==> config.mk <==
export PLATFORM = sky130hd
export DESIGN_NAME = program_loader
export DESIGN_NICKNAME = d
export VERILOG_FILES = /design/src/rtl/program_loader_pkg.sv /design/src/rtl/loader_timeout_counter.sv /design/src/rtl/program_loader.sv
export SDC_FILE = /design/constraint.sdc
export NUM_CORES = 1
export LEC_CHECK = 0
export CORE_MARGIN = 10
export CORE_UTILIZATION = 30
export CTS_BUF_LIST = sky130_fd_sc_hd__clkbuf_16
export CTS_CLUSTER_SIZE = 28
export DETAILED_ROUTE_END_ITERATION = 8
export GPL_ROUTABILITY_DRIVEN = 0
export GPL_TIMING_DRIVEN = 0
export SYNTH_ARGS = -nofsm -noshare
export SYNTH_HDL_FRONTEND = slang
export SYNTH_SLANG_ARGS = --single-unit
==> constraint.sdc <==
create_clock -name clk -period 2.8 [get_ports clk]
set_clock_uncertainty 0.15 [all_clocks]
set_input_delay 0.56 -clock clk [delete_from_list [all_inputs] [get_ports clk]]
set_output_delay 0.56 -clock clk [all_outputs]
set_load 0.02 [all_outputs]
==> src/rtl/program_loader_pkg.sv <==
// Shared definitions for the program loader: FSM encoding, halt word and
// the byte order used when assembling instruction words.
package program_loader_pkg;

  typedef enum logic [2:0] {
    ST_IDLE    = 3'd0,
    ST_WAIT_HI = 3'd1,
    ST_WAIT_LO = 3'd2,
    ST_WRITE   = 3'd3,
    ST_DONE    = 3'd4,
    ST_ERROR   = 3'd5
  } state_t;

  localparam logic [15:0] HALT_WORD_DEFAULT = 16'h0000;
  localparam bit          HI_FIRST          = 1'b1;

  // Drops a received byte into the upper or lower half of a 16-bit word.
  function automatic logic [15:0] place_byte(input logic [15:0] word,
                                             input logic [7:0]  b,
                                             input logic        upper);
    place_byte = upper ? {b, word[7:0]} : {word[15:8], b};
  endfunction

endpackage

==> src/rtl/loader_timeout_counter.sv <==
// Inter-byte watchdog: counts enabled cycles and flags the terminal count
// so the loader can abandon a word whose low byte never arrives.
module loader_timeout_counter #(
  parameter int TIMEOUT_CYCLES = 1000000
) (
  input  logic clk,
  input  logic rst_n,
  input  logic clear,
  input  logic enable,
  output logic terminal
);

  localparam int CNT_W = (TIMEOUT_CYCLES > 1) ? $clog2(TIMEOUT_CYCLES) : 1;
  localparam logic [CNT_W-1:0] LAST = CNT_W'(TIMEOUT_CYCLES - 1);

  logic [CNT_W-1:0] count;
  logic             at_last;

  assign at_last  = (count == LAST);
  assign terminal = enable && at_last;

  // Saturates at LAST so a stalled ERROR state never wraps the counter.
  always_ff @(posedge clk or negedge rst_n) begin
    if (!rst_n) begin
      count <= '0;
    end else if (clear) begin
      count <= '0;
    end else if (enable && !at_last) begin
      count <= count + 1'b1;
    end
  end

endmodule

==> src/rtl/program_loader.sv <==
// Assembles UART bytes into instruction words and writes them sequentially
// into program memory until a HALT word lands or the memory is full.
module program_loader
  import program_loader_pkg::*;
#(
  parameter int          RAM_WIDTH      = 16,
  parameter int          RAM_ADDR_BITS  = 11,
  parameter int          MEM_DEPTH      = 30,
  parameter logic [15:0] HALT_WORD      = HALT_WORD_DEFAULT,
  parameter int          TIMEOUT_CYCLES = 1000000
) (
  input  logic                     clk,
  input  logic                     rst_n,
  input  logic                     start,
  input  logic [7:0]               rx_data,
  input  logic                     rx_done,
  output logic                     wr_en,
  output logic [RAM_ADDR_BITS-1:0] wr_addr,
  output logic [RAM_WIDTH-1:0]     wr_data,
  output logic                     loading,
  output logic                     load_done,
  output logic                     load_error,
  output logic [RAM_ADDR_BITS-1:0] word_count
);

  if (RAM_WIDTH != 16) begin : g_bad_width
    $error("program_loader: RAM_WIDTH must be 16 (two bytes per word)");
  end

  if (MEM_DEPTH < 1 || MEM_DEPTH > (1 << RAM_ADDR_BITS)) begin : g_bad_depth
    $error("program_loader: MEM_DEPTH does not fit in RAM_ADDR_BITS");
  end

  localparam logic [RAM_ADDR_BITS-1:0] LAST_ADDR = RAM_ADDR_BITS'(MEM_DEPTH - 1);

  state_t state;
  logic   idle_like;
  logic   accept_start;
  logic   to_clear;
  logic   to_enable;
  logic   timeout_hit;

  assign idle_like    = (state == ST_IDLE) || (state == ST_DONE) || (state == ST_ERROR);
  assign accept_start = idle_like && start;
  assign to_clear     = accept_start || ((state == ST_WAIT_HI) && rx_done);
  assign to_enable    = (state == ST_WAIT_LO) && !rx_done;

  loader_timeout_counter #(
    .TIMEOUT_CYCLES(TIMEOUT_CYCLES)
  ) u_timeout (
    .clk     (clk),
    .rst_n   (rst_n),
    .clear   (to_clear),
    .enable  (to_enable),
    .terminal(timeout_hit)
  );

  // wr_en is raised on the transition into WRITE so it is high for exactly
  // the one cycle the FSM spends there.
  always_ff @(posedge clk or negedge rst_n) begin
    if (!rst_n) begin
      state      <= ST_IDLE;
      wr_en      <= 1'b0;
      wr_addr    <= '0;
      wr_data    <= '0;
      loading    <= 1'b0;
      load_done  <= 1'b0;
      load_error <= 1'b0;
      word_count <= '0;
    end else begin
      wr_en <= 1'b0;
      case (state)
        ST_IDLE, ST_DONE, ST_ERROR: begin
          if (start) begin
            state      <= ST_WAIT_HI;
            wr_addr    <= '0;
            word_count <= '0;
            load_done  <= 1'b0;
            load_error <= 1'b0;
            loading    <= 1'b1;
          end
        end
        ST_WAIT_HI: begin
          if (rx_done) begin
            wr_data <= place_byte(wr_data, rx_data, HI_FIRST);
            state   <= ST_WAIT_LO;
          end
        end
        ST_WAIT_LO: begin
          if (rx_done) begin
            wr_data <= place_byte(wr_data, rx_data, !HI_FIRST);
            wr_en   <= 1'b1;
            state   <= ST_WRITE;
          end else if (timeout_hit) begin
            state      <= ST_ERROR;
            load_error <= 1'b1;
            loading    <= 1'b0;
          end
        end
        ST_WRITE: begin
          word_count <= word_count + 1'b1;
          if (wr_data == HALT_WORD) begin
            state     <= ST_DONE;
            load_done <= 1'b1;
            loading   <= 1'b0;
          end else if (wr_addr == LAST_ADDR) begin
            state      <= ST_ERROR;
            load_error <= 1'b1;
            loading    <= 1'b0;
          end else begin
            wr_addr <= wr_addr + 1'b1;
            state   <= ST_WAIT_HI;
          end
        end
        default: begin
          state   <= ST_IDLE;
          loading <= 1'b0;
        end
      endcase
    end
  end

endmodule
==> impl_metrics.tcl <==
set metrics [dict create \
    status "finished clean" \
    htreeDepth 3 \
    p_int_mw 2.65 \
    final_max_slew_viol_count 0 \
    clk_path_buf_depth 2 \
    antenna_found_initial 0 \
    gr-total-overflow 0 \
    seq_area_frac_synth_pct 47.9 \
    cts_repair_resize_count 0 \
    synth_edf_count 0 \
    tightest_slew_ns 0.827 \
    ys_top_cells_by_count "dfrtp_1, a21oi_1" \
    r2r_start "u_timeout.count[0]$_DFFE_PN0P_" \
    coreArea_sq_mm 0.0110 \
    syn_inst 322 \
    yosysTopAreaCell "dfrtp_1" \
    setup_viol 0 \
    cts_buffers 9 \
    p_leak_nw 1.74 \
    io_buffers 53 \
    dieArea_sq_mm 0.0160 \
    setup-tns-final_ns 0 \
    cts_sinks 65 \
    synth_ff_type "dfrtp_1" \
    worstPathMaxFanout 10 \
    grt_util_met1_pct 13.8 \
    diodes 0 \
    cts_hold_buf 0 \
    drcViolationCount 0 \
    grt_pass1_vias 2764 \
    arrival_ns 2.39 \
    critical_path_class "flip-flop to flip-flop" \
    clkLatencyLatePin_ns 0.33 \
    ys_ff_latch 65 \
    detail-route-antenna-nets 0 \
    reg2reg_setup_slack_ns 0.48 \
    postSynthAreaPerCell_sq_um 10.6 \
    area_delta_synth_final_pct 30.0 \
    critPathCapture "loading$_DFFE_PN0P_" \
    drt-wirelength-per-cell_um 15.6 \
    grt_pass1_wl_um 14200 \
    drt_iter0_drc 183 \
    rsz0062_at_grt "false" \
    power.density_mw_per_mm2 928 \
    hold-worst-slack_ns 0.172 \
    cts_tree "yes" \
    finalWirelength_um 8270 \
    clkSlewWorstSetupHoldPaths_ns 0.06 \
    syn_nets 338 \
    seqPwrFrac_pct 33.2 \
    dp_slack_ns 0.193 \
    routed-via-count 2791 \
    combPwrFrac_pct 37.6 \
    dpl.hpwl_um 5900 \
    cts_setup_buffers 0 \
    yosysWarnings 0 \
    grt_use_total_pct 10.6 \
    power_frac_clock_pct 29.3 \
    synthesis.area_sq_mm 0.00340 \
    grt_start_max_net_pins 66 \
    grt_util_met2_pct 15.3 \
    use_met3_pct 3.87 \
    fmax_mhz 430 \
    die_w_um 126 \
    via_per_inst 5.27 \
    fin_util_pct 40.2 \
    reg2reg_depth 8 \
    yosysTopAreaCellShare_pct 47.9 \
    endpoint_kind "flip-flop" \
    die_y_um 126 \
    initial_core_util_pct 30.9 \
    crit_start "u_timeout.count[0]$_DFFE_PN0P_" \
    critPathLaunchType "flip-flop" \
    pin_count 54 \
    ir_worst_vdd_mv 0.507 \
    top_usage_layer "met2" \
    timing_hold_violations_final 0 \
    drive_above_1_share_pct 16.2 \
    crit_required_ns 2.87 \
    async_reset_ff_share_pct 100 \
    slew_headroom_pct 44.9 \
    post-route-period-util_pct 83.0 \
    fin_ws_ns 0.476 \
    period_needed_ns 2.32 \
    fin_nets 402 \
    p_switching_mw 1.45 \
    rows 38 \
    root_buffer "clkbuf_16" \
    first_pass_iters 4 \
    worstHoldPathType "primary input to asynchronous set/reset pin" \
    synthTopCellsByArea "dfrtp_1, mux2_2, a21oi_1, o31ai_1, nand3_1" \
    synth_cell_types 57 \
    sw_frac_of_total_pct 35.5 \
    drv_cap 0 \
    synth.most_common_cell "dfrtp_1" \
    rr_endpoint "loading$_DFFE_PN0P_" \
]
==> state kept, by name, indices dropped and copies added (netlist names) <==
signal           flops
u_timeout.count     20
wr_data             16
word_count          11
wr_addr             11
state                3
load_done            1
load_error           1
loading              1
wr_en                1
==> cells by family (layout without fill, tap and decap cells) <==
group | Yosys count | in the layout | share of synthesized area, %
fa+ha+maj | 4 | 4 | 1.47
mux | 20 | 20 | 6.52
compound gates | 90 | 90 | 17.6
flops | 65 | 65 | 47.9
buf+inv | 21 | 89 | 3.61
simple gates | 120 | 120 | 22.5
xor+xnor | 2 | 2 | 0.516
==> critical path, stage by stage (launching register included) <==
cell and delay (ns):
dfrtp_1 0.40, ha_1 0.31, and4_2 0.28, nand4_2 0.20
o21ai_2 0.31, buf_6 0.19, buf_6 0.14, o211ai_1 0.10
o21a_1 0.12
==> power groups by stage <==
| stage | combinational (mW) | clock, mW | sequential [mW] |
|---|---|---|---|
| after global routing | 1.68 | 1.28 | 1.41 |
| after detailed placement | 1.56 | 0 | 1.38 |
| after CTS | 1.57 | 1.24 | 1.36 |
| after global placement | 1.54 | 0 | 1.37 |
| final | 1.54 | 1.20 | 1.36 |
| after floorplan | 0.744 | 0 | 1.55 |
==> cell type report <==
cell class / count / area [sq um]
clock buffer: 9 / 225
multi-input combinational: 236 / 1650
fill: 1082 / 6560
sequential: 65 / 1630
clock inverter: 6 / 92.6
timing repair buffer: 53 / 528
tap: 140 / 175
buffer: 13 / 92.6
inverter: 8 / 30.0
==> layout by cell type (no fill, tap or decap), types with 8 or more instances in the layout <==
master           netlist  routed
o21ai_0               17      17
nand3_1               17      17
nor2_1                14      14
o211ai_1              10      10
o31ai_1               15      15
clkbuf_16              0       9
inv_1                  8       8
a21oi_1               25      25
mux2_2                17      17
dfrtp_1               65      65
or4_1                  9       9
o21ai_1                8       8
or3_1                 11      11
clkdlybuf4s50_1        0      52
nand4_1               11      11
nand2_1               17      17
==> layer usage <==
| layer | vias up | part of all wire (%) |
|---|---|---|
| met3 | 7 | 5.8 |
| met5 | - | 0 |
| met4 | 0 | 1.6 |
| met1 | 1363 | 49 |
| li1 | 1369 | - |
| met2 | 52 | 44 |
==> how the worst min path moves through the flow <==
stage | from | to | slack [ns]
2_1_floorplan | rst_n | load_done$_DFFE_PN0P_ | 0.11
3_3_place_gp | load_error$_DFFE_PN0P_ | load_error$_DFFE_PN0P_ | 0.32
3_5_place_dp | load_error$_DFFE_PN0P_ | load_error$_DFFE_PN0P_ | 0.33
4_1_cts | rst_n | wr_data[0]$_DFFE_PN0P_ | 0.21
5_1_grt | rst_n | wr_data[0]$_DFFE_PN0P_ | 0.25
6_report | rst_n | wr_data[6]$_DFFE_PN0P_ | 0.17
==> stage by stage <==
stage | power [mW] | std cells | instance area (sq um)
after global routing | 4.37 | 530 | 4420
after global placement | 2.91 | 515 | 4100
after CTS | 4.17 | 530 | 4420
after detailed placement | 2.93 | 515 | 4100
final | 4.10 | 530 | 4420
after floorplan | 2.30 | 322 | 3400
(Power assumes the default switching activity.)
